**src/rtl/freelist_ckpt_pkg.sv**
```systemverilog
// freelist_pkg: shared sizing, types and the lane-counting helper for the checkpointed free list.
package freelist_pkg;

    localparam int FL_WIDTH    = 3;
    localparam int FL_NUM_PR   = 64;
    localparam int FL_NUM_ARCH = 32;
    localparam int FL_NUM_CKPT = 4;

    localparam int DEPTH = FL_NUM_PR - FL_NUM_ARCH;
    localparam int PRW   = $clog2(FL_NUM_PR);
    localparam int PTRW  = $clog2(DEPTH) + 1;
    localparam int CKW   = $clog2(FL_NUM_CKPT);

    typedef logic [PRW-1:0]  preg_t;
    typedef logic [PTRW-1:0] fl_ptr_t;
    typedef logic [CKW-1:0]  ckpt_tag_t;

    // Number of set bits in vec strictly below position idx.
    function automatic int popcount_below(input logic [31:0] vec, input int idx);
        int cnt;
        cnt = 0;
        for (int k = 0; k < 32; k++) begin
            if (k < idx && vec[k]) cnt++;
        end
        return cnt;
    endfunction

endpackage

```
**src/rtl/freelist_ckpt_fl_lane_compact.sv**
```systemverilog
// fl_lane_compact: gives each enabled lane its slot offset (count of enabled lanes below it) and the total.
module fl_lane_compact
    import freelist_pkg::*;
#(
    parameter int WIDTH = 3,
    parameter int CW    = $clog2(WIDTH + 1)
) (
    input  logic [WIDTH-1:0]         en_i,
    output logic [WIDTH-1:0][CW-1:0] offset_o,
    output logic [CW-1:0]            total_o
);

    always_comb begin
        for (int i = 0; i < WIDTH; i++) begin
            offset_o[i] = CW'(popcount_below(32'(en_i), i));
        end
        total_o = CW'(popcount_below(32'(en_i), WIDTH));
    end

endmodule

```
**src/rtl/freelist_ckpt.sv**
```systemverilog
// freelist_ckpt: R10K physical-register free list with per-branch head checkpoints.
// Define FREELIST_DUPCHK_EN to add the in-list bitmap, duplicate-free filtering and dup_err.
module freelist_ckpt
    import freelist_pkg::*;
#(
    parameter int WIDTH    = FL_WIDTH,
    parameter int NUM_PR   = FL_NUM_PR,
    parameter int NUM_ARCH = FL_NUM_ARCH,
    parameter int NUM_CKPT = FL_NUM_CKPT,
    localparam int DEP  = NUM_PR - NUM_ARCH,
    localparam int IDXW = $clog2(DEP),
    localparam int PTW  = IDXW + 1,
    localparam int PW   = $clog2(NUM_PR),
    localparam int TW   = $clog2(NUM_CKPT),
    localparam int CNTW = $clog2(DEP + 1)
) (
    input  logic                     clock,
    input  logic                     reset,
    input  logic [WIDTH-1:0]         disp_req,
    output logic [WIDTH-1:0]         disp_grant,
    output logic [WIDTH-1:0][PW-1:0] disp_preg,
    input  logic [WIDTH-1:0]         ret_en,
    input  logic [WIDTH-1:0][PW-1:0] ret_preg,
    input  logic                     ckpt_take,
    input  logic [TW-1:0]            ckpt_tag,
    input  logic                     recover_en,
    input  logic [TW-1:0]            recover_tag,
    output logic [CNTW-1:0]          avail_cnt,
    output logic [PTW-1:0]           head_ptr,
`ifdef FREELIST_DUPCHK_EN
    output logic                     dup_err,
`endif
    output logic                     overflow_err
);

    localparam int LCW = $clog2(WIDTH + 1);

    if ((1 << IDXW) != DEP) begin : g_depth_chk
        $error("freelist_ckpt: NUM_PR - NUM_ARCH must be a power of two");
    end

    logic [PTW-1:0]  head_q, head_d, tail_q, tail_d, headNext, avail;
    logic [PW-1:0]   arr_q [DEP];
    logic [PW-1:0]   arr_d [DEP];
    logic [PTW-1:0]  ckpt_q [NUM_CKPT];
    logic            ovf_q, ovfNow;
    logic [WIDTH-1:0] grant, retEff, retKeep;
    logic [WIDTH-1:0][LCW-1:0] grantOff, retOff;
    logic [LCW-1:0]  grantCnt, retCnt;
    logic [IDXW-1:0] allocIdx [WIDTH];
    logic [IDXW-1:0] retIdx [WIDTH];

    assign avail        = tail_q - head_q;
    assign avail_cnt    = CNTW'(avail);
    assign head_ptr     = head_q;
    assign overflow_err = ovf_q;
    assign disp_grant   = grant;

    // A lane is granted when the requests below it still leave a free entry for it.
    always_comb begin
        for (int i = 0; i < WIDTH; i++) begin
            grant[i] = disp_req[i] && !recover_en && !reset &&
                       (popcount_below(32'(disp_req), i) < int'(avail));
        end
    end

    fl_lane_compact #(.WIDTH(WIDTH), .CW(LCW)) u_grant_cmp (
        .en_i     (grant),
        .offset_o (grantOff),
        .total_o  (grantCnt)
    );

    always_comb begin
        for (int i = 0; i < WIDTH; i++) begin
            allocIdx[i]  = head_q[IDXW-1:0] + IDXW'(grantOff[i]);
            disp_preg[i] = grant[i] ? arr_q[allocIdx[i]] : '0;
        end
    end

`ifdef FREELIST_DUPCHK_EN
    logic [NUM_PR-1:0] inlist_q, inlist_d;
    logic              dup_q;
    logic [WIDTH-1:0]  dupLane;
    logic [PTW-1:0]    regionLen;

    // Later lanes repeating an older lane's PR are the ones dropped.
    always_comb begin
        for (int i = 0; i < WIDTH; i++) begin
            dupLane[i] = ret_en[i] && inlist_q[ret_preg[i]];
            for (int j = 0; j < i; j++) begin
                if (ret_en[i] && ret_en[j] && ret_preg[j] == ret_preg[i]) dupLane[i] = 1'b1;
            end
        end
    end
    assign retEff    = ret_en & ~dupLane;
    assign regionLen = tail_d - head_d;
    assign dup_err   = dup_q;
`else
    assign retEff = ret_en;
`endif

    fl_lane_compact #(.WIDTH(WIDTH), .CW(LCW)) u_ret_cmp (
        .en_i     (retEff),
        .offset_o (retOff),
        .total_o  (retCnt)
    );

    assign ovfNow   = (int'(avail) - int'(grantCnt) + int'(retCnt)) > DEP;
    assign retKeep  = ovfNow ? '0 : retEff;
    assign headNext = head_q + PTW'(grantCnt);
    assign head_d   = recover_en ? ckpt_q[recover_tag] : headNext;
    assign tail_d   = ovfNow ? tail_q : tail_q + PTW'(retCnt);

    always_comb begin
        arr_d = arr_q;
        for (int i = 0; i < WIDTH; i++) begin
            retIdx[i] = tail_q[IDXW-1:0] + IDXW'(retOff[i]);
            if (retKeep[i]) arr_d[retIdx[i]] = ret_preg[i];
        end
    end

    always_ff @(posedge clock) begin
        if (reset) begin
            head_q <= '0;
            tail_q <= PTW'(DEP);
            ovf_q  <= 1'b0;
            for (int i = 0; i < DEP; i++) arr_q[i] <= PW'(NUM_ARCH + i);
            for (int c = 0; c < NUM_CKPT; c++) ckpt_q[c] <= '0;
        end else begin
            head_q <= head_d;
            tail_q <= tail_d;
            arr_q  <= arr_d;
            if (ovfNow) ovf_q <= 1'b1;
            if (ckpt_take && !recover_en) ckpt_q[ckpt_tag] <= headNext;
        end
    end

`ifdef FREELIST_DUPCHK_EN
    // On recovery the bitmap is rebuilt from the live region of the array as it stands next cycle.
    always_comb begin
        inlist_d = inlist_q;
        for (int i = 0; i < WIDTH; i++) begin
            if (grant[i]) inlist_d[disp_preg[i]] = 1'b0;
        end
        for (int i = 0; i < WIDTH; i++) begin
            if (retKeep[i]) inlist_d[ret_preg[i]] = 1'b1;
        end
        if (recover_en) begin
            inlist_d = '0;
            for (int k = 0; k < DEP; k++) begin
                if (k < int'(regionLen)) inlist_d[arr_d[head_d[IDXW-1:0] + IDXW'(k)]] = 1'b1;
            end
        end
    end

    always_ff @(posedge clock) begin
        if (reset) begin
            inlist_q <= {{DEP{1'b1}}, {NUM_ARCH{1'b0}}};
            dup_q    <= 1'b0;
        end else begin
            inlist_q <= inlist_d;
            if (|dupLane) dup_q <= 1'b1;
        end
    end
`endif

endmodule

```
**config.mk**
```make
export PLATFORM = sky130hd
export DESIGN_NAME = freelist_ckpt
export DESIGN_NICKNAME = d
export VERILOG_FILES = /design/src/rtl/freelist_ckpt_pkg.sv /design/src/rtl/freelist_ckpt_fl_lane_compact.sv /design/src/rtl/freelist_ckpt.sv
export SDC_FILE = /design/constraint.sdc
export NUM_CORES = 1
export LEC_CHECK = 0
export CAP_MARGIN = 20
export CORE_MARGIN = 3
export CORE_UTILIZATION = 45
export DETAILED_ROUTE_END_ITERATION = 8
export DONT_BUFFER_PORTS = 1
export MAX_ROUTING_LAYER = met4
export SLEW_MARGIN = 15
export SYNTH_ARGS = -nofsm -noshare
export SYNTH_HDL_FRONTEND = slang
export SYNTH_SLANG_ARGS = --single-unit
export TNS_END_PERCENT = 10
```
**constraint.sdc**
```tcl
create_clock -name clock -period 22.4 [get_ports clock]
set_clock_uncertainty 0.2 [all_clocks]
set_input_delay 4.48 -clock clock [delete_from_list [all_inputs] [get_ports clock]]
set_output_delay 4.48 -clock clock [all_outputs]
set_load 0.02 [all_outputs]
```
Yosys cells after proc, flatten, opt, wreduce, memory -nomap -nowiden
Memory sizes are Yosys's and may differ from the RTL's.
Cells that the tools add are included.
{ "op_classes": {"n_mux": 42, "reduce_logical": 16, "n_addsub": 14, "order_cmp": 13, "bitwise_logic": 6} }
{ "op_table": {"columns": ["op", "n"], "rows": [
  ["bitwise mux 192 bit", 3],
  ["two-way mux 192 bit", 3],
  ["binary-select mux 6 bit (select 5 bit)", 3],
  ["demux 6 bit (select 5 bit)", 3],
  ["two-way mux 6 bit", 14],
  ["less-than comparator 32 x 7 -> 1 bit", 2],
  [">= comparator 6 bit, second input constant", 6],
  ["NOT 5 -> 6 bit", 6],
  ["two-way mux 32 bit", 1],
  ["adder 5 x 2 -> 5 bit", 4],
  ["less-than comparator 6 x 1 -> 1 bit, second input constant", 3],
  ["logical AND 1 bit", 13],
  ["adder 6 x 2 -> 6 bit", 2],
  ["two-way mux 2 bit", 5],
  ["two-way mux 1 bit", 9],
  ["adder 7 x 3 -> 8 bit", 1],
  ["greater-than comparator 8 x 7 -> 1 bit, second input constant", 1],
  ["subtractor 6 x 2 -> 7 bit", 1],
  ["adder 1 x 1 -> 2 bit, second input constant", 3],
  ["less-than comparator 1 x 6 -> 1 bit, first input constant", 1],
  ["OR reduction 6 bit", 1],
  ["subtractor 6 bit", 1],
  ["adder 2 bit, second input constant", 2],
  ["two-way mux 3 bit", 1],
  ["zero test 1 bit", 2]
]} }
{ "totals": {"n_memories": 1, "in_bits": 32, "wordCells": 127, "ram_bits": 24, "out_inout_bits": 34, "reg_bits": 205} }
{ "mem_list": {"columns": ["name", "depth", "width", "rd", "rd_clocked_by_memory_dff", "wr", "line_no", "text"], "rows": [
  ["ckpt_q", 4, 6, 1, 0, 4, "freelist_ckpt.sv:45", "logic [PTW-1:0] ckpt_q [NUM_CKPT];"]
]} }

Depth between registers and ports, before layout
Gate-level depths: netlist of run 1.
{ "depth": {"word_depth": 18, "mapped_depth": 33, "depth_no_buf": 26} }

Hierarchy
A second synthesis of run 1 with hierarchy kept.
{ "unflattened": {"cells_unflattened": 1977, "hier_area_um2": 19054.5} }
{ "by_module_without_submodules": {"columns": ["mod", "instances", "area_each_um2", "seq_area_each_um2", "cells_per_inst"], "rows": [
  ["freelist_ckpt", 1, 18886.9, 4824.6, 1953],
  ["fl_lane_compact", 2, 83.8, 0.0, 12]
]} }

Worst setup path before layout of run 1
OpenSTA, ideal clock, no wires.
{ "synth_timing": {"path_type": "input to output", "startpoint": "in reset", "endpoint": "out disp_preg[12] in the netlist's numbering", "setup_slack_ps": 9628, "stages": 11, "required_time_ps": 17720, "arrival_time_ps": 8092, "path_buffers": 3, "path_cell_list": "clkbuf_1 -> nor2_1 -> o211ai_1 -> ha_1 -> ha_1 -> buf_1 -> buf_1 -> mux4_2 -> mux4_2 -> mux2i_1 -> nor2_1"} }
{ "synth_lines": {"columns": ["element", "line_no", "text"], "rows": [
  ["start: declaration", "freelist_ckpt.sv:18", "input logic reset,"],
  ["end: declaration", "freelist_ckpt.sv:21", "output logic [WIDTH-1:0][PW-1:0] disp_preg,"]
]} }

==> results, run 1 <==
- Summing the sequential cell areas from Yosys gives 25.8% of the chip area.
- Buffers inserted to repair hold after CTS numbered 0.
- The post-CTS setup buffer count is 0.
- Setup repair after global routing left no endpoint under its margin.
- The global-route congestion overflow total is 0.
- The Yosys step of the flow raised 0 warnings.
- The HPWL reported at the end of detailed placement is 64,200 um.
- From bottom edge to top edge, the die measures 210 um.
- Entering global routing, the biggest net connects 153 pins.
- The number of port buffers is 0.
- After detailed routing, the total wire length is 88,800 um.
- The final hold violation count is 0.
- The first global-routing pass estimated 126,000 um of wire.
- The launch instance of the worst min-delay path is arr_q[0]$_SDFF_PP1_.
- The static power due to leakage is 7.54 nW.
- The clock transition time at the flip-flop clock pins of the worst setup and hold paths is 0.07 ns.
- The total power draw is 0.00169 W.
- The most common flop cell mapped by yosys is sky130_fd_sc_hd__dfxtp_1.
- For this run, the total global-route usage over all layers was measured as 40.4%.
- In the finished design, the share of the clock period the worst path needs comes to 59.3%.
- The max-slew violation count was 0.
- The worst register-to-register path has a setup slack of 12.45 ns.
- The chip width is 210 um.
- Summing all placed instances gives a cell area of 0.0191 sq mm.
- The area growth from synthesis to layout is 7.20%.
- The residual DRC count is 0.
- The count of standard-cell rows is 74.
- The first routing iteration left 2,693 violations.
- In this run, post-CTS repair resized a total of 0 instances.
- The detailed-routing iteration count for the pre-antenna-repair pass is 8.
- The highest attainable clock frequency is 75.3 MHz.
- The tool flagged a number of max-cap violations equal to 0.
- The count of placed standard cells including taps is 2,293.
- The critical path contains buffers and inverters numbering 3 combined.
- The initial antenna violation count came to 4.
- The initial cell density of the core is 45.7%.
- CTS saw 229 sinks.
- Dividing the detail-routed via count by the number of cells gives 7.76.
- The area of the core is 0.0409 sq mm.
- The worst hold path passes through 2 cells.
- The clock tree from TritonCTS is done.
- After detailed routing, the average wire length per cell comes to 37.8 um.
- The insertion delay of the later-clocked pin in the worst-skew pair is 0.58 ns.
- Across the VDD grid, the largest voltage drop is 0.0656 mV.
- The length in cells of the worst reg-to-reg path is 22.
- The critical path launch point type is an input port.
- The launch instance of the worst register-to-register path is head_ptr[1]$_SDFF_PP0_.
- Grouping stages by cell kind, the critical path spends the most delay in multiplexers.
- The wire length on met3 is 13,400 um.
- STA classifies the critical path endpoint as a primary output.
- The slew at the pin with the worst max-slew slack is 1.15 ns.
- Once detail routing completed, the nets flagged for antenna violations numbered 0.
- The number of cells on the critical path is 11.
- After the last flow step, the layout net total stands at 1,858.
- In this run the worst path has a maximum fanout of 152.
- Synthesis inferred 229 register bits.
- The congestion estimate from routability-driven global placement came to 1.11.
- The number of global-route vias before repair is 16,900.
- The endpoint of the worst hold-timing path is arr_q[0]$_SDFF_PP1_.
- Averaged over all synthesized cells, the footprint is 9.92 sq um.
- The worst stage delay on the critical path is 0.54 ns.
- The number of H-tree levels is 1.
- The slowest stage of the critical path belongs to the cell sky130_fd_sc_hd__fa_2.
- The run finished with clean final reports.
- The number of standard cells in the final layout excluding fillers is 2,347.
- For this run, asynchronously set or reset flops after synthesis account for 0%.
- The detailed router placed 18,200 vias in this run.
- The detailed router used layers up to and including met4.
- The required time of the critical path is 17.72 ns.
- The post-synthesis cell type count is 87.
- Once layout is done, the placed cells without fillers occupy 0.0200 sq mm.
- The pre-CTS worst setup slack is 9.29 ns.
- Traced cell by cell, the critical path runs through nor2_1 > o211ai_1 > inv_1 > ha_1 > inv_1 > fa_2 > buf_4 > mux4_2 > mux4_2 > mux2i_1 > nor2_1.
- The master cell of the clock root buffer is sky130_fd_sc_hd__clkbuf_16.
- Cells with a size suffix above 1 make up 20.9% of the layout.
- The minimum clock period is 13.27 ns.
- In the synthesized netlist, the number of instances is 1,886.
- The category of the most critical setup path is input port to primary output.
- The worst slew slack as a fraction of its limit is 23.1%.
- The data arrival time at the worst-slack endpoint is 8.59 ns.
- The maximum buffer depth of the clock tree is 3.
- The TritonCTS buffer count is 28.
- The post-synthesis instance area is 0.0187 sq mm.
- Yosys mapped a number of flops with a built-in enable equal to 24.
- The number of nets in the synthesized netlist is 1,952.
- The tightest min-delay check is of the flip-flop to flip-flop type.
- In this run the critical register-to-register path is captured at arr_q[118]$_SDFF_PP0_.
- The final setup violation count is 0.
- Power spread over the standard cell area amounts to 84.4 mW/mm^2.
- In the detailed route, the total length drawn on met2 is 37,300 um.
- The post-route setup TNS is 0 ns.
- During I/O placement, the number of pins put on the boundary was 66.
- The die covers 0.0440 sq mm.
- In the post-route analysis, the smallest setup slack over all paths is 9.13 ns.
- For this block, wires on met1 add up to 32,400 um.
cell type report:
| cell class | count | area, sq um |
|---|---|---|
| Tap cell | 532 | 666 |
| Fill cell | 3795 | 20900 |
| Multi-Input combinational cell | 1456 | 13100 |
| Timing Repair Buffer | 47 | 353 |
| Inverter | 30 | 113 |
| Clock inverter | 6 | 57.6 |
| Antenna cell | 1 | 2.50 |
| Clock buffer | 46 | 880 |
| Sequential cell | 229 | 4830 |
logic make-up (layout without fill, tap and decap cells):
family                     Yosys count  after routing  share of synthesized area, %
AOI/OAI and AO/OA                  351            351                          14.3
xor gates and xnor gates            29             29                          1.47
adders and majority gates           34             34                          2.56
buffers and inverters              201            129                          4.35
DFF                                229            229                          25.8
muxes                              409            409                          34.6
other                                0              1                             0
and+or+nand+nor                    633            633                          16.9
synthesized netlist by cell type (23+ instances only):
cell	count	area [sq um]
sky130_fd_sc_hd__a211oi_1	28	210
sky130_fd_sc_hd__a21oi_1	32	160
sky130_fd_sc_hd__a221oi_1	27	236
sky130_fd_sc_hd__a2bb2oi_1	44	385
sky130_fd_sc_hd__a31oi_1	52	325
sky130_fd_sc_hd__buf_1	26	97.6
sky130_fd_sc_hd__clkbuf_1	125	469
sky130_fd_sc_hd__dfxtp_1	205	4100
sky130_fd_sc_hd__edfxtp_1	24	721
sky130_fd_sc_hd__ha_1	27	338
sky130_fd_sc_hd__inv_1	23	86.3
sky130_fd_sc_hd__mux2_2	39	439
sky130_fd_sc_hd__mux2i_1	182	1820
sky130_fd_sc_hd__mux4_2	186	4190
sky130_fd_sc_hd__nand2_1	149	559
sky130_fd_sc_hd__nand3_1	59	295
sky130_fd_sc_hd__nand4_1	36	225
sky130_fd_sc_hd__nor2_1	177	664
sky130_fd_sc_hd__nor3_1	87	435
sky130_fd_sc_hd__o221ai_1	35	307
sky130_fd_sc_hd__o22ai_1	30	188
routing by layer:
metal	GRT usage (%)	up-vias
met2	56.8	1539
met4	19.6	0
met3	15.4	346
met5	-	-
met1	51.1	9003
li1	-	7321
worst register-to-register path: cells and delay by family, from the launching register on:
kind            cells  cell delay [ns]
compound gates      5             2.44
simple gates        7             2.32
fa+ha+maj           5             1.96
xor+xnor            2             0.98
buf+inv             3             0.97
flops               1             0.96
worst max-delay path by stage:
stage | from | slack (ns) | to
after global routing | reset | 8.98 | disp_preg[16]
after detailed placement | reset | 9.29 | disp_preg[16]
after global placement | reset | 9.39 | disp_preg[16]
after floorplan | reset | 9.63 | disp_preg[12]
final | reset | 9.13 | disp_preg[16]
after CTS | reset | 9.27 | disp_preg[16]
cell usage in the layout, fill, tap and decap left out, types with 16 or more instances in the layout:
| cell type | instances |
|---|---|
| sky130_fd_sc_hd__nand3_1 | 59 |
| sky130_fd_sc_hd__a2bb2oi_1 | 44 |
| sky130_fd_sc_hd__nand4_1 | 36 |
| sky130_fd_sc_hd__nor2_1 | 176 |
| sky130_fd_sc_hd__inv_1 | 23 |
| sky130_fd_sc_hd__a221oi_1 | 27 |
| sky130_fd_sc_hd__a211oi_1 | 28 |
| sky130_fd_sc_hd__mux4_2 | 186 |
| sky130_fd_sc_hd__mux2i_1 | 182 |
| sky130_fd_sc_hd__mux2_2 | 39 |
| sky130_fd_sc_hd__and3_1 | 17 |
| sky130_fd_sc_hd__a31oi_1 | 52 |
| sky130_fd_sc_hd__buf_4 | 47 |
| sky130_fd_sc_hd__edfxtp_1 | 24 |
| sky130_fd_sc_hd__o211ai_1 | 18 |
| sky130_fd_sc_hd__ha_1 | 24 |
| sky130_fd_sc_hd__o221ai_1 | 35 |
| sky130_fd_sc_hd__xnor2_1 | 16 |
| sky130_fd_sc_hd__o22ai_1 | 30 |
| sky130_fd_sc_hd__dfxtp_1 | 203 |
| sky130_fd_sc_hd__or3_1 | 17 |
| sky130_fd_sc_hd__a21oi_1 | 32 |
| sky130_fd_sc_hd__nand2_1 | 149 |
| sky130_fd_sc_hd__nor3_1 | 84 |
| sky130_fd_sc_hd__clkbuf_16 | 29 |
flip-flops by register name (all words and copies together), names as in the netlist:
signal and count:
head_ptr 6, tail_q 6, ckpt_q 24, overflow_err 1, arr_q 192
through the flow:
| stage | hold WS, ns | utilization [%] |
|---|---|---|
| global route | 0.391 | 49.0 |
| floorplan | 0.283 | - |
| CTS | 0.349 | 49.0 |
| finish | 0.352 | 49.0 |
| global placement | 0.338 | 46.7 |
| detailed placement | 0.339 | 46.7 |
report_power, final:
group,switching (W),internal (W)
logic,0.000457,0.000252
clock network,0.000195,0.000277
registers,0.0000686,0.000441
Power figures use the tool's default switching activity.
==> run 2, diff against run 1 <==
- clock period: 22.4 -> 11.2 ns (I/O delays scaled with it)
==> run 2 against run 1 <==
  * Core utilization rose by 0.41 points
  * Critical path type is now flip-flop to primary output
  * Setup slack got worse by 7.9 ns
  * Highest routed layer unchanged
  * Sequential share of layout area fell by 0.20 points
  * Via count rose by 3.2%
  * Cell count rose by 0.43%
  * Register-to-register slack got worse by 10 ns
==> results, run 2 (synthesis results as in run 1) <==
- The total power draw is 0.00355 W.
- For the worst setup path, the data required time is 8.76 ns.
- The routed design could run at a clock period as short as 10.01 ns.
- In the final layout, flip-flops and latches occupy 0.00483 sq mm.
- The worst setup path is captured at a primary output.
- In this run the remaining antenna-violating nets after routing total 0.
- The slew at the pin with the worst max-slew slack is 1.33 ns.
- The HPWL reported at the end of detailed placement is 62,700 um.
- The critical path launch point type is a flip-flop.
- The total of hold buffers inserted after clock tree synthesis is 0.
- The chip width is 210 um.
- The endpoint of the worst hold-timing path is arr_q[120]$_SDFF_PP1_.
- The core region is 0.0409 sq mm.
- The initial antenna violation count is 1.
- Input and output buffers added on the ports amount to 0.
- The wire length of the first global-routing pass is 128,000 um.
- The max-slew violation count was 0.
- The number of global-route vias before repair is 17,500.
- Headroom to the max-slew limit came out at 10.9%.
- The finished cells cover 0.0202 sq mm.
- The highest attainable clock frequency is 99.9 MHz.
- After the first detailed-routing iteration, the DRC count stood at 2,873.
- The critical path starts at head_ptr[3]$_SDFF_PP0_.
- The register with the most flip-flops in the layout has 192 of them.
- The number of maximum-capacitance constraint violations is 0.
- The detailed router placed 18,800 vias in this run.
- The setup check on the worst reg-to-reg path leaves a slack of 2.15 ns.
- The ratio of cells with drive above 1 in the final layout is 21.4%.
- The worst IR drop on VDD is 0.128 mV.
- The residual DRC count is 0.
- The min-delay analysis places its worst path in the category flip-flop to flip-flop.
- The detailed-route wire length per cell is 38.2 um.
- The area growth from synthesis to layout is 8.09%.
- For the worst-skew pair, the clock arrives at the later sink with an insertion delay of 0.59 ns.
- The area after detailed placement is 0.0192 sq mm.
- Counting instances, the worst hold path has a depth of 2.
- The die covers 0.0440 sq mm.
- The category of the most critical setup path is flip-flop to primary output.
- TritonCTS built the clock tree.
- The number of H-tree levels is 1.
- The library cell used most frequently in the layout, excluding fill and tap cells, is sky130_fd_sc_hd__dfxtp_1.
- The final hold violation count came to 0.
- The count of standard-cell rows is 74.
- The initial cell density of the core is 45.7%.
- In the final layout, the multi-input gates occupy 0.0132 sq mm.
- Setup repair after global routing left no endpoint under its margin.
- In the finished design, the share of the clock period the worst path needs comes to 89.4%.
- Global routing consumed, over all layers together, 40.8% of the routing resources.
- Entering global routing, the biggest net connects 153 pins.
- The library cells used most frequently in the layout, excluding fill and tap cells, are sky130_fd_sc_hd__dfxtp_1 (203), sky130_fd_sc_hd__mux4_2 (186), sky130_fd_sc_hd__mux2i_1 (182).
- The filler cells instantiated in the layout total 3,752.
- The clock transition time at the flip-flop clock pins of the worst setup and hold paths is 0.06 ns.
- In the final layout, the registers with the most flip-flops are arr_q: 192 flops, ckpt_q: 24 flops.
- For the worst flop-to-flop path, the logic depth is 23.
- The launch instance of the worst register-to-register path is head_ptr[3]$_SDFF_PP0_.
- The mean number of vias per cell is 7.97.
- The global-route congestion overflow total is 0.
- The power density over cell area is 176 mW/mm^2.
- The flow ran to the end, and the final reports show no timing, DRC or antenna violations.
- For this design the top-level I/O count stands at 66.
- The clock drives 229 sinks.
- The final setup violation count is 0.
- The largest fanout of any net on the critical path is 25.
- The master cell of the clock root buffer is sky130_fd_sc_hd__clkbuf_16.
- The post-route setup TNS is 0 ns.
- For this design the static power due to leakage is 7.63 nW.
- The post-CTS setup buffer count is 0.
- The first detailed-routing pass ran for 8 iterations.
- The routed design has 89,900 um of wire.
- The worst hold path begins at arr_q[120]$_SDFF_PP1_.
- The maximum buffer depth of the clock tree is 3.
- The worst register-to-register path ends at arr_q[106]$_SDFF_PP0_.
- At the worst endpoint, the arrival time is 7.57 ns.
- Once the clock tree was built, the resizer swapped 0 gates to a different size.
- More flip-flops sit in one register than any other, and that register is arr_q.
- The TritonCTS buffer count is 29.
- The post-layout net count is 1,866.
- The die is 210 um tall.
- The global placement routability congestion is 1.13.
## run 2: cell types whose count changed in the layout (fill, tap and decap cells not counted), sizes merged
cell / change
buf: +7
bufinv: +5
clkbuf: -9
clkinv: +1
clkinvlp: +2
diode: +3
inv: +1
## run 2: final cells by class
cell class / count / area share [%]
multi-input cells: 1456 / 65.1
flip-flops and latches: 229 / 23.9
clock buffers: 37 / 3.94
well taps: 532 / 3.29
repair buffers: 54 / 1.99
clock inverters: 15 / 1.20
inverters: 30 / 0.557
diodes: 4 / 0.0495
## run 2: worst max-delay path by stage
stage	endpoint	slack (ns)	depth (start not counted)
after floorplan	disp_preg[12]	2.26	20
after global placement	disp_preg[15]	2.01	18
after detailed placement	disp_preg[15]	1.92	18
after CTS	disp_preg[15]	1.31	18
after global routing	disp_preg[15]	0.84	18
final	disp_preg[16]	1.19	18
## run 2: where the power goes
part / leakage, nW / internal, W / switching [W]
clock network: 0.498 / 0.000638 / 0.000409
registers: 1.91 / 0.000883 / 0.000101
logic: 5.22 / 0.000520 / 0.00100
total: 7.63 / 0.00204 / 0.00151
## run 2: per-stage QoR
step                hold WS (ns)  setup slack [ns]  utilization (%)  instances
floorplan                  0.283              2.26                -       1886
global placement           0.319              2.01             46.8       2298
detailed placement         0.335              1.92             46.8       2299
CTS                        0.344              1.31             49.3       2351
global route               0.364             0.841             49.4       2354
finish                     0.350              1.19             49.4       2357
## run 2: critical path, stage by stage (launching register included)
cell and delay [ns]:
sky130_fd_sc_hd__dfxtp_1 0.64, sky130_fd_sc_hd__clkinv_1 0.13, sky130_fd_sc_hd__buf_4 0.25, sky130_fd_sc_hd__ha_1 0.39
sky130_fd_sc_hd__o21ai_0 0.10, sky130_fd_sc_hd__a21oi_1 0.17, sky130_fd_sc_hd__o32ai_1 0.12, sky130_fd_sc_hd__a311o_1 0.47
sky130_fd_sc_hd__or3_1 0.46, sky130_fd_sc_hd__o211ai_1 0.73, sky130_fd_sc_hd__ha_1 0.31, sky130_fd_sc_hd__ha_4 0.15
sky130_fd_sc_hd__inv_1 0.05, sky130_fd_sc_hd__fa_2 1.02, sky130_fd_sc_hd__buf_4 0.46, sky130_fd_sc_hd__mux4_2 0.37
sky130_fd_sc_hd__mux4_2 0.49, sky130_fd_sc_hd__mux2i_1 0.42, sky130_fd_sc_hd__nor2_1 0.23
## run 2: routing by layer
| layer | up-vias | global-route usage [%] | part of all wire [%] |
|---|---|---|---|
| met5 | - | - | 0 |
| met4 | 0 | 26.8 | 8.8 |
| met3 | 519 | 15.5 | 16 |
| met2 | 1864 | 55.0 | 40 |
| met1 | 9075 | 50.8 | 35 |
| li1 | 7334 | - | - |
